**config.mk**
```make
export PLATFORM = sky130hd
export DESIGN_NAME = sn74163_flat
export DESIGN_NICKNAME = d
export VERILOG_FILES = /design/src/rtl/sn74163_if.sv /design/src/rtl/sn74163.sv /design/src/flat_wrapper.sv
export SDC_FILE = /design/constraint.sdc
export NUM_CORES = 1
export LEC_CHECK = 0
export CAP_MARGIN = 20
export CORE_AREA = 5 5 42 44
export CTS_BUF_LIST = sky130_fd_sc_hd__clkbuf_4 sky130_fd_sc_hd__clkbuf_8 sky130_fd_sc_hd__clkbuf_16
export DETAILED_ROUTE_END_ITERATION = 12
export DIE_AREA = 0 0 47 49
export PLACE_DENSITY = 0.46
export SYNTH_ARGS = -nofsm -noshare
export SYNTH_HDL_FRONTEND = slang
export SYNTH_SLANG_ARGS = --single-unit
```
**constraint.sdc**
```tcl
create_clock -name P2 -period 1.3 [get_ports P2]
set_clock_uncertainty 0.15 [all_clocks]
set_input_delay 0.195 -clock P2 [delete_from_list [all_inputs] [get_ports P2]]
set_output_delay 0.195 -clock P2 [all_outputs]
set_load 0.02 [all_outputs]
```
**src/rtl/sn74163_if.sv**
```systemverilog
// Pin bundle for the SN74163 4-bit synchronous counter: data, enables, load,
// supply pins and outputs. Clock (P2) and clear (P1) stay plain module ports.
interface sn74163_if;
    logic P3;   // A (LSB)
    logic P4;   // B
    logic P5;   // C
    logic P6;   // D (MSB)
    logic P7;   // ENP
    logic P8;   // GND
    logic P9;   // LOAD_n
    logic P10;  // ENT
    logic P11;  // QD
    logic P12;  // QC
    logic P13;  // QB
    logic P14;  // QA
    logic P15;  // RCO
    logic P16;  // VCC

    modport master (
        output P3, P4, P5, P6, P7, P8, P9, P10, P16,
        input  P11, P12, P13, P14, P15
    );

    modport slave (
        input  P3, P4, P5, P6, P7, P8, P9, P10, P16,
        output P11, P12, P13, P14, P15
    );
endinterface

```
**src/rtl/sn74163.sv**
```systemverilog
// SN74163 synchronous 4-bit binary counter with synchronous clear and load.
// Optional macro SN74163_POWER_CHECK_EN gates state updates on P16=1, P8=0.
module sn74163 (
    input logic        P2,   // CLK
    input logic        P1,   // CLR_n
    sn74163_if.slave   pins
);

    logic [3:0] cnt_q;
    logic [3:0] cnt_d;
    logic       rco_comb;

    always_comb begin
        cnt_d = cnt_q;
        if (!pins.P9) begin
            cnt_d = {pins.P6, pins.P5, pins.P4, pins.P3};
        end else if (pins.P7 && pins.P10) begin
            cnt_d = cnt_q + 4'd1;
        end
    end

    assign rco_comb = pins.P10 & (&cnt_q);

`ifdef SN74163_POWER_CHECK_EN
    logic power_ok;
    logic rco_q;

    assign power_ok = pins.P16 & ~pins.P8;

    always_ff @(posedge P2) begin
        if (power_ok) begin
            if (!P1) begin
                cnt_q <= '0;
            end else begin
                cnt_q <= cnt_d;
            end
        end
    end

    // Remember the last RCO seen while powered so it can be frozen on supply loss.
    always_ff @(posedge P2) begin
        if (power_ok) begin
            rco_q <= rco_comb;
        end
    end

    assign pins.P15 = power_ok ? rco_comb : rco_q;
`else
    logic unused_supply;

    assign unused_supply = pins.P8 ^ pins.P16;

    always_ff @(posedge P2) begin
        if (!P1) begin
            cnt_q <= '0;
        end else begin
            cnt_q <= cnt_d;
        end
    end

    assign pins.P15 = rco_comb;
`endif

    assign pins.P14 = cnt_q[0];
    assign pins.P13 = cnt_q[1];
    assign pins.P12 = cnt_q[2];
    assign pins.P11 = cnt_q[3];

endmodule

```
**src/flat_wrapper.sv**
```systemverilog
// flat-port wrapper written by rule: the top's interface ports become plain ports
module sn74163_flat 
  (P2, P1, pins_P3, pins_P4, pins_P5, pins_P6, pins_P7, pins_P8, pins_P9, pins_P10, pins_P16, pins_P11, pins_P12, pins_P13, pins_P14, pins_P15);
  sn74163_if pins_i ();
  input logic P2;
  input logic P1;
  input wire logic [$bits(pins_i.P3)-1:0] pins_P3;
  input wire logic [$bits(pins_i.P4)-1:0] pins_P4;
  input wire logic [$bits(pins_i.P5)-1:0] pins_P5;
  input wire logic [$bits(pins_i.P6)-1:0] pins_P6;
  input wire logic [$bits(pins_i.P7)-1:0] pins_P7;
  input wire logic [$bits(pins_i.P8)-1:0] pins_P8;
  input wire logic [$bits(pins_i.P9)-1:0] pins_P9;
  input wire logic [$bits(pins_i.P10)-1:0] pins_P10;
  input wire logic [$bits(pins_i.P16)-1:0] pins_P16;
  output wire logic [$bits(pins_i.P11)-1:0] pins_P11;
  output wire logic [$bits(pins_i.P12)-1:0] pins_P12;
  output wire logic [$bits(pins_i.P13)-1:0] pins_P13;
  output wire logic [$bits(pins_i.P14)-1:0] pins_P14;
  output wire logic [$bits(pins_i.P15)-1:0] pins_P15;
  assign pins_i.P3 = pins_P3;
  assign pins_i.P4 = pins_P4;
  assign pins_i.P5 = pins_P5;
  assign pins_i.P6 = pins_P6;
  assign pins_i.P7 = pins_P7;
  assign pins_i.P8 = pins_P8;
  assign pins_i.P9 = pins_P9;
  assign pins_i.P10 = pins_P10;
  assign pins_i.P16 = pins_P16;
  assign pins_P11 = pins_i.P11;
  assign pins_P12 = pins_i.P12;
  assign pins_P13 = pins_i.P13;
  assign pins_P14 = pins_i.P14;
  assign pins_P15 = pins_i.P15;
  sn74163 u_core (.P2(P2), .P1(P1), .pins(pins_i));
endmodule
```
==> results.sh, run 1 <==
export IMPL_finalSetupViolCount=1
export IMPL_start_util_pct=14.6
export IMPL_portBuffers=13
export IMPL_worst_r2r_path_depth=4
export IMPL_wl_met1_um=274
export IMPL_ys_seq_elements=4
export IMPL_min_path_type="in -> reg"
export IMPL_r2r_start="u_core.cnt_q[0]"
export IMPL_path_max_fanout=2
export IMPL_wl_met3_um=48
export IMPL_grt_max_degree=9
export IMPL_cp_arrival_ps=1020
export IMPL_layout_commonest_cell="clkdlybuf4s50_1"
export IMPL_cts_tree="built"
export IMPL_route_met2_wl_um=307
export IMPL_utilization_pct=31.4
export IMPL_cts_max_level=1
export IMPL_layoutNonFillerInstCount=63
export IMPL_place_inst=59
export IMPL_core_area_mm2=0.00140
export IMPL_holdWs_ps=261
export IMPL_grt_pass1_vias=247
export IMPL_startpoint="u_core.cnt_q[0]"
export IMPL_hold_viol_final=0
export IMPL_criticalPathCategory="reg -> out"
export IMPL_firstDrtPassIters=3
export IMPL_antenna_found_initial=0
export IMPL_clockRootBuffer="clkbuf_4"
export IMPL_largest_reg_flops=4
export IMPL_path_clk_slew_ps=40
export IMPL_ys_types=15
export IMPL_final_cell_mix="7 x clkdlybuf4s50_1, 6 x buf_4"
export IMPL_io_pin_count=16
export IMPL_pre_cts_ws_ps=-523
export IMPL_max_freq_mhz=734
export IMPL_fin_crit_sh_pct=105
export IMPL_synth_area_um2=205
export IMPL_numCtsBuffers=3
export IMPL_diodes=0
export IMPL_drtAntennaViolNets=0
export IMPL_status="finished with violations"
export IMPL_die_w_um=47
export IMPL_highest_layer="met4"
export IMPL_r2r_slack_ps=80
export IMPL_viasPerCell=4.08
export IMPL_timing_slew_headroom_pct=81.5
export IMPL_leakagePower_uw=0.000193
export IMPL_endpoint="pins_P15"
export IMPL_dr_total_vias=257
export IMPL_syn_area_per_cell_um2=8.55
export IMPL_grt_total_usage_pct=6.76
export IMPL_layout_setup_ws_ps=-62.6
export IMPL_cp_start_kind="flip-flop"
export IMPL_gp_congestion=0.713
export IMPL_worstMarginPinSlew_ps=276
export IMPL_wl_um=670
export IMPL_post_drt_wl_per_cell_um=10.6
export IMPL_cts_path_max_buffers=2
export IMPL_violations="setup timing"
export IMPL_fin_nets=61
export IMPL_yosysWarnings=0
export IMPL_reg_largest_list="u_core.cnt_q x4"
export IMPL_grt_pass1_wl_mm=1.04
export IMPL_rsz0062_at_grt="true"
export IMPL_placementRows=14
export IMPL_power_uw=406
export IMPL_postCtsHoldBufs=0
export IMPL_drive_above_1_share_pct=42.6
export IMPL_regMostFlops="u_core.cnt_q"
export IMPL_max_cap_viol_count=0
export IMPL_drt_iter0_markers=1
export IMPL_syn2layout_area_growth_pct=115
export IMPL_grt_overflow_total=0
export IMPL_drv_slew=0
export IMPL_r2r_end="u_core.cnt_q[3]"
export IMPL_fin_crit_ps=1360
export IMPL_synth_seq_area_share_pct=39.0
export IMPL_drc_errors=0
export IMPL_clkLatencyLatePin_ps=240
export IMPL_worstPathRequired_ps=950
export IMPL_synth_nets=36
export IMPL_place_hpwl_um=527
export IMPL_end_kind="primary output"
export IMPL_clock_sinks=4
export IMPL_synthCells=24
export IMPL_die_y_um=49
export IMPL_power_per_cell_area_mw_per_mm2=922
export IMPL_vdd_ir_drop_max_mv=0.290
export IMPL_design_die_area_mm2=0.00230
-- cells by family after synthesis --
logic type,Yosys count,share of synthesized area [%]
buffers and inverters,1,1.83
XOR/XNOR,2,8.54
AND/OR/NAND/NOR,9,23.8
flip-flops,4,39.0
AO/OA/AOI/OAI,7,20.7
adder cells (fa/ha/maj),1,6.10
-- how the worst min path moves through the flow --
stage / slack (ps) / end / from / cells past startpoint
after floorplan: 130 / u_core.cnt_q[0] / pins_P9 / 1
final: 260 / u_core.cnt_q[1] / pins_P10 / 4
after global routing: 290 / u_core.cnt_q[1] / pins_P10 / 4
after CTS: 370 / u_core.cnt_q[1] / pins_P4 / 3
after detailed placement: 460 / u_core.cnt_q[1] / u_core.cnt_q[1] / 3
after global placement: 460 / u_core.cnt_q[3] / u_core.cnt_q[3] / 3
-- Yosys cell counts (all sizes together) --
cell type / number / share of area [%]
nand3: 3 / 7.3
or3: 1 / 3.1
inv: 1 / 1.8
o21ai: 3 / 7.3
nand2: 2 / 4.9
and4: 1 / 4.9
ha: 1 / 6.1
a31oi: 1 / 3.1
a211oi: 1 / 3.7
a311oi: 1 / 4.3
xor2: 2 / 8.5
nor2: 2 / 3.7
dfxtp: 4 / 39
a21oi: 1 / 2.4
-- final cells by class --
cell class	instances	area, µm²
Fill cell	167	961
Timing Repair Buffer	20	176
Multi-Input combinational cell	19	135
Sequential cell	4	82.6
Clock buffer	3	22.5
Tap cell	16	20.0
Inverter	1	3.75
-- power by group --
part / internal, µW / leakage [µW] / switching (µW) / total (µW)
Sequential: 134 / 0.0000338 / 7.32 / 141
Combinational: 58.6 / 0.000145 / 45.0 / 104
Clock: 104 / 0.0000138 / 57.3 / 161
-- critical path, stage by stage (launching register included) --
cell,delay [ps]
dfxtp_2,350
ha_4,130
and4_4,190
buf_6,110
-- stage by stage --
stage	cell area, µm²	setup TNS (ps)
after floorplan	206	0
after detailed placement	402	-1430
after global routing	440	-92.6
after global placement	402	-1380
after CTS	427	-123
final	440	-62.6
-- repair_timing --
action	in CTS	in global routing
buffers inserted	0	1
gates resized for setup	25	2
cloned	0	0
pin swaps	2	1
setup endpoints to repair	6	3
-- routing by layer --
layer / up-vias / track usage, %
li1: 137 / -
met1: 105 / 7.68
met2: 11 / 9.05
met3: 4 / 0
met4: 0 / 9.68
met5: - / 0
Note: power is estimated with default switching activity, not from simulation.
==> inputs of run 2 (changes only) <==
--- a/config.mk
+++ b/config.mk
@@ -6,11 +6,13 @@
 export NUM_CORES = 1
 export LEC_CHECK = 0
 export CAP_MARGIN = 20
+export CELL_PAD_IN_SITES_DETAIL_PLACEMENT = 1
+export CELL_PAD_IN_SITES_GLOBAL_PLACEMENT = 1
 export CORE_AREA = 5 5 42 44
 export CTS_BUF_LIST = sky130_fd_sc_hd__clkbuf_4 sky130_fd_sc_hd__clkbuf_8 sky130_fd_sc_hd__clkbuf_16
 export DETAILED_ROUTE_END_ITERATION = 12
 export DIE_AREA = 0 0 47 49
-export PLACE_DENSITY = 0.46
+export PLACE_DENSITY = 0.62
 export SYNTH_ARGS = -nofsm -noshare
 export SYNTH_HDL_FRONTEND = slang
 export SYNTH_SLANG_ARGS = --single-unit
==> run 2 against run 1 <==
Effect of this change:
- the flow still finishes with violations (setup timing)
- wire length increased by 9.1%
- sequential share of layout area increased by 0.22 points
- register-to-register slack about the same
- first-iteration DRC count increased by 100%
- critical path type unchanged
- critical endpoint unchanged
- largest power group unchanged
- highest routed layer unchanged
==> results.sh, run 2 (synthesis gave the netlist of run 1 again) <==
export IMPL_end_kind="primary output"
export IMPL_fin_crit_sh_pct=105
export IMPL_fillCellCount=184
export IMPL_fin_nets=61
export IMPL_power_per_cell_area_mw_per_mm2=927
export IMPL_min_path_type="in -> reg"
export IMPL_cp_arrival_ps=1020
export IMPL_drt_iter0_markers=2
export IMPL_layoutNonFillerInstCount=63
export IMPL_dr_total_vias=274
export IMPL_criticalPathCategory="reg -> out"
export IMPL_power_uw=404
export IMPL_hold_viol_final=0
export IMPL_rsz0062_at_grt="true"
export IMPL_min_from="pins_P7"
export IMPL_clkLatencyLatePin_ps=240
export IMPL_finalSetupViolCount=1
export IMPL_antenna_found_initial=0
export IMPL_viasPerCell=4.35
export IMPL_place_hpwl_um=578
export IMPL_syn2layout_area_growth_pct=112
export IMPL_drtAntennaViolNets=0
export IMPL_fin_crit_ps=1370
export IMPL_design_die_area_mm2=0.00230
export IMPL_clockRootBuffer="clkbuf_4"
export IMPL_p_sw_share_pct=26.8
export IMPL_grt_total_usage_pct=6.91
export IMPL_drc_errors=0
export IMPL_die_w_um=47
export IMPL_max_cap_viol_count=0
export IMPL_cp_start_kind="flip-flop"
export IMPL_timing_slew_headroom_pct=84.4
export IMPL_p_int_uw=295
export IMPL_core_area_mm2=0.00140
export IMPL_path_max_fanout=2
export IMPL_grt_pass1_vias=251
export IMPL_post_drt_wl_per_cell_um=11.6
export IMPL_post_cts_setup_buffer_count=0
export IMPL_worstPathRequired_ps=950
export IMPL_placementRows=14
export IMPL_path_clk_slew_ps=40
export IMPL_firstDrtPassIters=3
export IMPL_grt_pass1_wl_mm=1.09
export IMPL_gp_congestion=0.772
export IMPL_max_freq_mhz=730
export IMPL_clock_sinks=4
export IMPL_drv_slew=0
export IMPL_worst_r2r_path_depth=4
export IMPL_cts_path_max_buffers=2
export IMPL_io_pin_count=16
export IMPL_hold_path_depth=4
export IMPL_final_cell_mix="7 x buf_4, 6 x clkdlybuf4s50_1"
export IMPL_cts_max_level=1
export IMPL_diodes=0
export IMPL_power_frac_seq_pct=35.1
export IMPL_cts_tree="built"
export IMPL_grt_max_degree=8
export IMPL_layout_setup_ws_ps=-69.6
export IMPL_leakagePower_uw=0.000192
export IMPL_startpoint="u_core.cnt_q[1]"
export IMPL_vdd_ir_drop_max_mv=0.273
export IMPL_die_y_um=49
export IMPL_portBuffers=13
export IMPL_power_switching_uw=108
export IMPL_wl_um=731
export IMPL_r2r_start="u_core.cnt_q[0]"
export IMPL_numCtsBuffers=3
export IMPL_violations="setup timing"
export IMPL_grt_overflow_total=0
export IMPL_worstMarginPinSlew_ps=233
export IMPL_drive_above_1_share_pct=42.6
export IMPL_place_inst=60
export IMPL_clkPwrFrac_pct=39.1
export IMPL_layout_commonest_cell="buf_4"
export IMPL_status="finished with violations"
export IMPL_largest_reg_flops=4
export IMPL_p_comb_share_pct=25.9
export IMPL_start_util_pct=14.6
export IMPL_regMostFlops="u_core.cnt_q"
export IMPL_reg_largest_list="u_core.cnt_q x4"
## run 2: cell count changes in the layout (fill, tap and decap cells not counted)
cell             change
buf_4                +1
buf_6                -1
clkdlybuf4s50_1      -1
dlygate4sd2_1        +1
## run 2: critical path, stage by stage (launching register included)
cell and delay, ps:
dfxtp_2 340, ha_4 140, and4_4 200, buf_6 110
## run 2: power by group through the flow
stage / combinational, µW / sequential, µW / clock (µW)
2_1_floorplan: 20.3 / 155 / 0
3_3_place_gp: 110 / 140 / 0
3_5_place_dp: 111 / 140 / 0
4_1_cts: 105 / 141 / 167
5_1_grt: 115 / 142 / 170
6_report: 104 / 142 / 158
## run 2: worst paths after layout
| kind | endpoint | slack (ps) |
|---|---|---|
| worst max-delay path | pins_P15 | -70 |
| worst min-delay path | u_core.cnt_q[1] | 220 |
| worst max register to register | u_core.cnt_q[3] | 70 |
| worst min register to register | u_core.cnt_q[1] | 480 |
## run 2: final cells by class
| cell class | count | area [µm²] | area share (%) |
|---|---|---|---|
| multi-input cells | 19 | 135 | 31.0 |
| inverters | 1 | 3.75 | 0.862 |
| repair buffers | 20 | 171 | 39.4 |
| clock buffers | 3 | 22.5 | 5.17 |
| flip-flops and latches | 4 | 82.6 | 19.0 |
| well taps | 16 | 20.0 | 4.60 |
## run 2: per-layer routing
metal	vias to the layer above	wire, µm	track usage (%)
met1	120	312	9.03
met4	0	26	6.91
met2	16	289	8.14
met5	-	0	0
li1	136	-	-
met3	2	102	2.21
## run 2: timing repair
| item | CTS | global route |
|---|---|---|
| pin swaps | 2 | 0 |
| setup endpoints to repair | 6 | 2 |
| hold buffers | 0 | 0 |
| resized for setup | 26 | 1 |
## run 2: per-stage QoR
| step | utilization, % | cell area (µm²) | TNS [ps] | setup slack (ps) | hold slack [ps] |
|---|---|---|---|---|---|
| finish | 31.1 | 435 | -69.6 | -69.6 | 225 |
| global route | 31.1 | 435 | -106 | -106 | 274 |
| global placement | 29.2 | 409 | -1390 | -514 | 456 |
| floorplan | - | 206 | 0 | 14.1 | 130 |
| detailed placement | 29.2 | 409 | -1610 | -551 | 471 |
| CTS | 30.9 | 433 | -78.0 | -78.0 | 394 |
